[src/rtl/puf_ctrl.sv]
// -----------------------------------------------------------------------------
// puf_ctrl -- challenge/response sequencer for the bistable-ring PUF array.
//
// Steps an LFSR challenge sequence, which starts from a host seed. For each
// challenge it pulses the PUF reset, waits for the rings to settle and then
// samples the single response bit. It collects RESP_BITS bits into a response
// word and flags the completed word with a one-cycle valid pulse.
//
// Optional feature macro: PUF_VOTE_EN
//   When this macro is defined, each challenge is evaluated VOTES times and
//   the response bit is the majority of the samples. When it is undefined,
//   each challenge is evaluated once and no vote logic exists.
//
// Parameters:
//   RESP_BITS   response bits per run (2..64)
//   RST_CYC     cycles puf_reset is held high per evaluation (>=1)
//   SETTLE_CYC  cycles after puf_reset release before sampling (>=1)
//   VOTES       evaluations per challenge with PUF_VOTE_EN (odd, >=1)
//
// Ports:
//   clk         system clock, rising edge
//   reset_n     synchronous active-low reset
//   start       run request, honoured in IDLE only
//   seed        initial challenge, latched on accepted start (0 -> 1)
//   length_sel  ring length select, latched on accepted start
//   puf_out     response bit from the PUF (synchronous to clk)
//   puf_reset   PUF reset, high holds the rings in reset
//   puf_length  PUF ring length
//   puf_c       PUF 128-bit challenge
//   busy        high while a run is in progress
//   resp        assembled response, first bit ends up at the MSB
//   resp_valid  one-cycle pulse when resp is complete
// -----------------------------------------------------------------------------
module puf_ctrl #(
    parameter int RESP_BITS  = 32,
    parameter int RST_CYC    = 4,
    parameter int SETTLE_CYC = 16,
    parameter int VOTES      = 3
) (
    input  logic                 clk,
    input  logic                 reset_n,
    input  logic                 start,
    input  logic [127:0]         seed,
    input  logic [1:0]           length_sel,
    input  logic                 puf_out,
    output logic                 puf_reset,
    output logic [1:0]           puf_length,
    output logic [127:0]         puf_c,
    output logic                 busy,
    output logic [RESP_BITS-1:0] resp,
    output logic                 resp_valid
);

    localparam int CYC_MAX = (RST_CYC > SETTLE_CYC) ? RST_CYC : SETTLE_CYC;
    localparam int CW      = $clog2(CYC_MAX + 1);
    localparam int BW      = $clog2(RESP_BITS);

    typedef enum logic [2:0] {
        S_IDLE,
        S_RST,
        S_EVAL,
        S_SAMPLE,
        S_DONE
    } state_t;

    state_t                 state_q, state_d;
    logic [CW-1:0]          cyc_q, cyc_d;
    logic [BW-1:0]          bit_q, bit_d;
    logic [127:0]           puf_c_q, puf_c_d;
    logic [1:0]             len_q, len_d;
    logic [RESP_BITS-1:0]   resp_q, resp_d;

    logic [127:0]           lfsr_next;
    logic                   commit;      // response bit for this challenge is final
    logic                   resp_bit;

`ifdef PUF_VOTE_EN
    localparam int VW  = $clog2(VOTES + 1);
    localparam int VCW = (VOTES > 1) ? $clog2(VOTES) : 1;

    logic [VW-1:0]          ones_q, ones_d;
    logic [VW-1:0]          ones_sum;
    logic [VCW-1:0]         vote_q, vote_d;
`else
    // Without voting, VOTES only takes part in this empty range check.
    if (VOTES < 1) begin : g_votes_range
    end
`endif

    // Fibonacci LFSR, taps 128/126/101/99.
    assign lfsr_next = {puf_c_q[126:0],
                        puf_c_q[127] ^ puf_c_q[125] ^ puf_c_q[100] ^ puf_c_q[98]};

    // ---------------------------------------------------------------------
    // State register
    // ---------------------------------------------------------------------
    always_ff @(posedge clk) begin
        if (!reset_n) begin
            state_q <= S_IDLE;
            cyc_q   <= '0;
            bit_q   <= '0;
            puf_c_q <= '0;
            len_q   <= '0;
            resp_q  <= '0;
`ifdef PUF_VOTE_EN
            ones_q  <= '0;
            vote_q  <= '0;
`endif
        end else begin
            state_q <= state_d;
            cyc_q   <= cyc_d;
            bit_q   <= bit_d;
            puf_c_q <= puf_c_d;
            len_q   <= len_d;
            resp_q  <= resp_d;
`ifdef PUF_VOTE_EN
            ones_q  <= ones_d;
            vote_q  <= vote_d;
`endif
        end
    end

    // ---------------------------------------------------------------------
    // Next-state logic
    // ---------------------------------------------------------------------
    always_comb begin
        state_d  = state_q;
        cyc_d    = cyc_q;
        bit_d    = bit_q;
        puf_c_d  = puf_c_q;
        len_d    = len_q;
        resp_d   = resp_q;
        commit   = 1'b0;
        resp_bit = puf_out;
`ifdef PUF_VOTE_EN
        ones_d   = ones_q;
        vote_d   = vote_q;
        ones_sum = ones_q + VW'(puf_out);
`endif

        unique case (state_q)
            S_IDLE: begin
                if (start) begin
                    state_d = S_RST;
                    // An all-zero seed would lock the LFSR at zero.
                    puf_c_d = (seed == '0) ? 128'h1 : seed;
                    len_d   = length_sel;
                    resp_d  = '0;
                    bit_d   = '0;
                    cyc_d   = '0;
`ifdef PUF_VOTE_EN
                    ones_d  = '0;
                    vote_d  = '0;
`endif
                end
            end

            S_RST: begin
                if (cyc_q == CW'(RST_CYC - 1)) begin
                    cyc_d   = '0;
                    state_d = S_EVAL;
                end else begin
                    cyc_d = cyc_q + 1'b1;
                end
            end

            S_EVAL: begin
                if (cyc_q == CW'(SETTLE_CYC - 1)) begin
                    cyc_d   = '0;
                    state_d = S_SAMPLE;
                end else begin
                    cyc_d = cyc_q + 1'b1;
                end
            end

            S_SAMPLE: begin
`ifdef PUF_VOTE_EN
                if (vote_q != VCW'(VOTES - 1)) begin
                    // More votes to take on the same challenge.
                    ones_d  = ones_sum;
                    vote_d  = vote_q + 1'b1;
                    state_d = S_RST;
                end else begin
                    resp_bit = (ones_sum > VW'(VOTES / 2));
                    ones_d   = '0;
                    vote_d   = '0;
                    commit   = 1'b1;
                end
`else
                commit = 1'b1;
`endif
                if (commit) begin
                    resp_d = {resp_q[RESP_BITS-2:0], resp_bit};
                    if (bit_q == BW'(RESP_BITS - 1)) begin
                        state_d = S_DONE;
                    end else begin
                        bit_d   = bit_q + 1'b1;
                        puf_c_d = lfsr_next;
                        state_d = S_RST;
                    end
                end
            end

            S_DONE: begin
                state_d = S_IDLE;
            end

            default: begin
                state_d = S_IDLE;
            end
        endcase
    end

    // ---------------------------------------------------------------------
    // Outputs
    // ---------------------------------------------------------------------
    // The rings are released only while settling and sampling.
    assign puf_reset  = !((state_q == S_EVAL) || (state_q == S_SAMPLE));
    assign busy       = (state_q == S_RST) || (state_q == S_EVAL) || (state_q == S_SAMPLE);
    assign resp_valid = (state_q == S_DONE);
    assign puf_length = len_q;
    assign puf_c      = puf_c_q;
    assign resp       = resp_q;

endmodule

[config.mk]
export PLATFORM = sky130hd
export DESIGN_NAME = puf_ctrl
export DESIGN_NICKNAME = d
export VERILOG_FILES = /design/src/rtl/puf_ctrl.sv
export SDC_FILE = /design/constraint.sdc
export NUM_CORES = 1
export LEC_CHECK = 0
export CAP_MARGIN = 20
export CORE_MARGIN = 2
export CORE_UTILIZATION = 38
export CTS_CLUSTER_DIAMETER = 40
export DETAILED_ROUTE_END_ITERATION = 10
export PLACE_DENSITY = 0.7
export SLEW_MARGIN = 25
export SYNTH_ARGS = -nofsm -noshare
export SYNTH_HDL_FRONTEND = slang
export SYNTH_SLANG_ARGS = --single-unit
[constraint.sdc]
create_clock -name clk -period 4.1 [get_ports clk]
set_input_delay 0.41 -clock clk [delete_from_list [all_inputs] [get_ports clk]]
set_output_delay 0.41 -clock clk [all_outputs]
set_load 0.01 [all_outputs]
---- Word-level counts from Yosys, hierarchy flattened ----
Index checks and enable logic that the tools add are counted.
storage, ports and cells
  register bits ........................... 175
  input port bits ......................... 134
  output and inout port bits .............. 165
  logic and storage cells ................. 52
operators by class
  add/sub/neg operators ................... 2
  equality and inequality tests ........... 11
  muxes and demuxes ....................... 17
  bitwise operators ....................... 3
  reductions and logical operators ........ 13
operators with widths
  operator               count
  $mux W128              3
  $pmux W128 S2          1
  $logic_not A128 Y1     1
  $pmux W32 S2           1
  $mux W32               1
  $mux W5                4
  $pmux W5 S3            1
  $mux W3                4
  $pmux W3 S4            1
  $add A5 B1 Y5 const B  2
  $pmux W5 S2            1
  $ne A2 B2 Y1 const B   4
  $eq A3 B2 Y1 const B   2
  $reduce_and A2 Y1      3
  $reduce_and A3 Y1      2
  $eq A5 B2 Y1 const B   1
  $eq A5 B4 Y1 const B   1
  $eq A5 B5 Y1 const B   1
  $eq A3 B1 Y1 const B   1
  $eq A3 B3 Y1 const B   1
  $logic_not A3 Y1       1
  $logic_or A1 B1 Y1     3
  $reduce_bool A3 Y1     1
  $xor A1 B1 Y1          3
  other kinds (2)        2

---- Depth between registers and ports, before layout ----
  word-level depth ........................ 5
  mapped depth ............................ 9
  mapped depth without buffers ............ 9

---- Worst setup path before layout ----
OpenSTA, ideal clock, no wires.
  path kind ............................... reg2reg
  from .................................... register state_q[0]
  to ...................................... register bit_q[0]
  setup time .............................. 0.131 ns
  data arrival time ....................... 1.648 ns
  data required time ...................... 3.969 ns
  slack ................................... 2.321 ns
  stages on the path, launching flop included .. 10
  path buffers ............................ 4
  period minus slack after synthesis ...... 1.779 ns
  cell sequence ........................... dfxtp_1 buf_2 or4b_1 buf_2 o21ai_4 buf_6 buf_2 nor2_1 a21oi_1 nor2_1
between the ends
  word-level cells in the longest chain between the ends .. 3
  elaborated cells between the ends (all ways) .. 7
  those cells by class .................... eq/ne: 3; mux: 1; reduce/logical: 3
ends and longest elaborated chain
  what                                                                 line  RTL
  start, declared                                                      66    state_t state_q, state_d;
  start signal, assigned                                               110   state_q <= state_d;
  $eq A3 B2 Y1 / $logic_not A3 Y1 (equally long branches)              141   unique case (state_q)
  $ne A2 B2 Y1 (no line) / $reduce_bool A2 Y1 (equally long branches)  -
  $reduce_and A3 Y1 (no line)                                          -
  end signal, assigned                                                 112   bit_q <= bit_d;
  end, declared                                                        68    logic [BW-1:0] bit_q, bit_d;
Several ways; a longest one is shown, not always the timed one.
A chain may end at the register's enable or synchronous reset.

---- Worst setup path after layout ----
  from .................................... register state_q[1]
  to ...................................... register puf_c_q[6] (netlist: puf_c[6])
between the ends
  word-level cells in the longest chain between the ends .. 3
  elaborated cells between the ends (all ways) .. 7
  those cells by class .................... eq/ne: 3; mux: 1; reduce/logical: 3
ends and longest elaborated chain
  what                                                                 line  RTL
  $eq A3 B2 Y1 / $logic_not A3 Y1 (equally long branches)              141
  $ne A2 B2 Y1 (no line) / $reduce_bool A2 Y1 (equally long branches)  -
  $reduce_and A3 Y1 (no line)                                          -
  end signal, assigned                                                 113   puf_c_q <= puf_c_d;
  end, declared                                                        69    logic [127:0] puf_c_q, puf_c_d;
Several ways; a longest one is shown, not always the timed one.

==> summary.md <==
| Metric | Value |
|---|---|
| Status | `finished clean` |
| Root Driver | `clkbuf_16` |
| Total GRT Usage | `between 20 and 25%` |
| Residual DRC | `0` |
| Synthesized instance count | `roughly 970` |
| Fmax | `418 MHz` |
| Int Pwr | `3.25 mW` |
| TNS Setup | `0 ns` |
| Post-cts sizing count | `0` |
| Mean Syn Cell Area | `8.25 um^2` |
| Fin nets | `1345` |
| Primary FF master, synth | `dfxtp_1` |
| First-pass GRT wire length | `39400 um` |
| Starting Density | `39.0%` |
| Die height | `149 um` |
| Cts bufs inserted | `17` |
| Synth Area in Adders | `0.785%` |
| Largest fanout on the critical path | `100` |
| Diodes inserted | `0` |
| CP Launch Type | `flip-flop` |
| Worst-margin pin slew | `1.06 ns` |
| Worst EP required | `4.41 ns` |
| Clock buffer depth | `2` |
| Clock Power Share | `38.8%` |
| Cell Rows | `52` |
| Setup Buffers After CTS | `0` |
| Top-count cell post-synth | `nand2_1` |
| Synthesized cell area | `7970 um^2` |
| Sequential group share of total power | `43.1%` |
| Power, Total | `roughly 4.4 mW` |
| TritonCTS clock tree | `built` |
| Post-synthesis compound-gate area fraction | `22.3%` |
| Width of the die | `approximately 150 um` |
| Sw power | `1.20 mW` |
| DR vias/cell | `between 5 and 6` |
| CP endpoint kind | `flip-flop` |
| Switching Share | `27.0%` |
| Routability congestion estimate | `0.888` |
| Final Cycle Share | `58.3%` |
| Crit-path most repeated cell | `nand2_1` |
| Max incr delay on CP | `about 0.69 ns` |
| Placed inst area | `between 10000 and 15000 um^2` |
| Initial antenna violation count | `0` |
| Final Hold Viols | `0` |
| Clock-pin slew on the worst setup and hold paths | `0.07 ns` |
| Largest family of logic cells by synthesized area | `simple AND/OR/NAND/NOR gates` |
| Yosys cell types | `38` |
| Pre-CTS setup slack | `1.33 ns` |
| Post-synth top cells | `nand2_1, dfxtp_1, nor2_1, clkbuf_1` |
| Worst-skew pair later-pin latency | `just over 0.4 ns` |
| RSZ-0062 raised after global routing | `false` |
| Power per cell area | `about 380 nW/um^2` |
| I/O pins | `299` |
| Vias in the first global route | `roughly 7300` |
| Setup CP Type | `flip-flop to flip-flop` |
| Post-DP HPWL | `17600 um` |
| Pleak | `~4.6 nW` |
| Yosys top cell by area | `dfxtp_1` |
| Hold Path Class | `flip-flop to flip-flop` |
| Grt ovf | `0` |
| Seq/Total Area, Yosys | `43.9%` |
| Die Area | `22200 um^2` |
| Top cells by area, synth | `dfxtp_1, nand2_1, a311oi_2` |
| Max_slew headroom | `29.4%` |
| Mux contribution to synthesized area | `0.251%` |
| Slew Viols, Final | `0` |
| Area Overhead vs Synth | `45.8%` |
| Final setup fails | `0` |
| Fin worst setup slack | `1.71 ns` |
| Crit-path cells | `nand2_1 > nor2_4 > buf_12 > nand2_1 > a311oi_1` |
| DR iter-0 viols | `519` |
| Asr flop ratio synth | `0%` |
| Fin crit period | `2.39 ns` |
| #FFs+latches synth | `about 180` |
| Xor/xnor share of the synthesized area | `less than 1%` |
| Via Count | `approximately 8000` |
| Max cap viols | `0` |
| Detailed Route WL | `25500 um` |
| Yosys top cell area share | `a little over two fifths` |
| DRT antenna net count | `0` |
| Hold_buf cts | `0` |
| Ratio of cells with drive above 1 in the final layout | `6.81%` |
| Worst endpoint data arrival time | `between 2 and 3 ns` |
| H-tree levels | `4` |
| Wirelength per Cell | `17.1 um` |
| Area of the core | `20400 um^2` |
| Pin count of the biggest net entering global routing | `around 170` |
| Sink Count | `175` |
| Fin area | `11600 um^2` |
| Post-Syn Nets | `~1100` |
| Number of synthesis warnings | `0` |
| Post-route core utilization | `56.9%` |
| CP max-delay cell | `nor2_4` |
| Simple-Gate Fraction of Synth Area | `26.8%` |
| Port-buffer cells | `between 200 and 300` |
| Post-route clock skew | `between 0.01 and 0.015 ns` |
| DR pass1 iterations | `5` |
| EDFF count, synth | `0` |
| VDD IR max | `0.000258 V` |
| Comb power frac | `a little under a fifth` |
sequential cells by signal (all words and copies together) (netlist names):
name        flops
puf_length      2
resp           32
bit_q           5
puf_c         128
cyc_q           5
state_q         3
through the flow:
stage | hold slack (ns) | cells
finish | 0.459 | 1488
floorplan | 0.472 | 966
global route | 0.483 | 1488
global placement | 0.458 | 1457
CTS | 0.462 | 1488
detailed placement | 0.452 | 1457
layout make-up:
cell class | count | area (um^2)
clock inverter | 13 | 178
inverter | 5 | 21.3
sequential | 175 | 3500
fill | 1911 | 8800
multi-input combinational | 701 | 4060
timing repair buffer | 306 | 3090
tap | 270 | 338
clock buffer | 18 | 439
power groups by stage:
stage               Combinational (mW)  Sequential (mW)  Clock, mW
global placement                 0.799             1.95          0
finish                           0.807             1.92       1.72
CTS                              0.811             1.91       1.77
detailed placement               0.807             1.95          0
global route                     0.866             1.93       1.84
floorplan                        0.320             1.99          0
placed cells by master (no fill, tap or decap), types with 3 or more instances in the layout:
cell type / instances
nor2_1: 128
a22oi_1: 33
xnor2_1: 3
nand2_1: 272
a311oi_1: 46
inv_1: 4
dfxtp_1: 175
a21oi_1: 7
nor2b_1: 5
nand3_1: 46
clkdlybuf4s50_1: 297
nor4_1: 34
o211a_1: 42
a311oi_2: 39
clkbuf_16: 17
inv_6: 4
buf_12: 4
o21ai_0: 4
ha_1: 5
nand2b_1: 4
a21boi_0: 3
buf_4: 4
bufinv_16: 3
nand4_1: 9
cell families after synthesis:
family | Yosys count
multiplexers | 2
adder cells (fa/ha/maj) | 5
XOR/XNOR | 5
AND/OR/NAND/NOR | 510
buffers and inverters | 90
AO/OA/AOI/OAI | 179
flip-flops | 175
final timing paths:
| path | start | to | slack (ns) | cells after the start |
|---|---|---|---|---|
| setup / recovery | state_q[1]$_SDFFE_PN0P_ | puf_c[6]$_SDFFE_PN0P_ | 1.71 | 5 |
| hold / removal | puf_length[0]$_SDFFE_PN0P_ | puf_length[0]$_SDFFE_PN0P_ | 0.46 | 2 |
| hold reg to reg | puf_length[0]$_SDFFE_PN0P_ | puf_length[0]$_SDFFE_PN0P_ | 0.46 | 2 |
| setup reg to reg | state_q[1]$_SDFFE_PN0P_ | puf_c[6]$_SDFFE_PN0P_ | 1.71 | 5 |
layer usage:
layer / up-vias / GRT usage (%) / part of all wire [%]
met5: - / 0 / 0
met4: 0 / 6.48 / 2.2
met3: 28 / 5.96 / 6.7
met2: 271 / 35.7 / 47
met1: 3760 / 29.3 / 44
li1: 3908 / - / -
critical path, delay by kind of cell, from the launching register on:
kind | cells | cell delay [ns]
and+or+nand+nor | 3 | 0.95
DFF | 1 | 0.52
buffers and inverters | 1 | 0.43
AOI/OAI and AO/OA | 1 | 0.30
(Power assumes the default switching activity.)
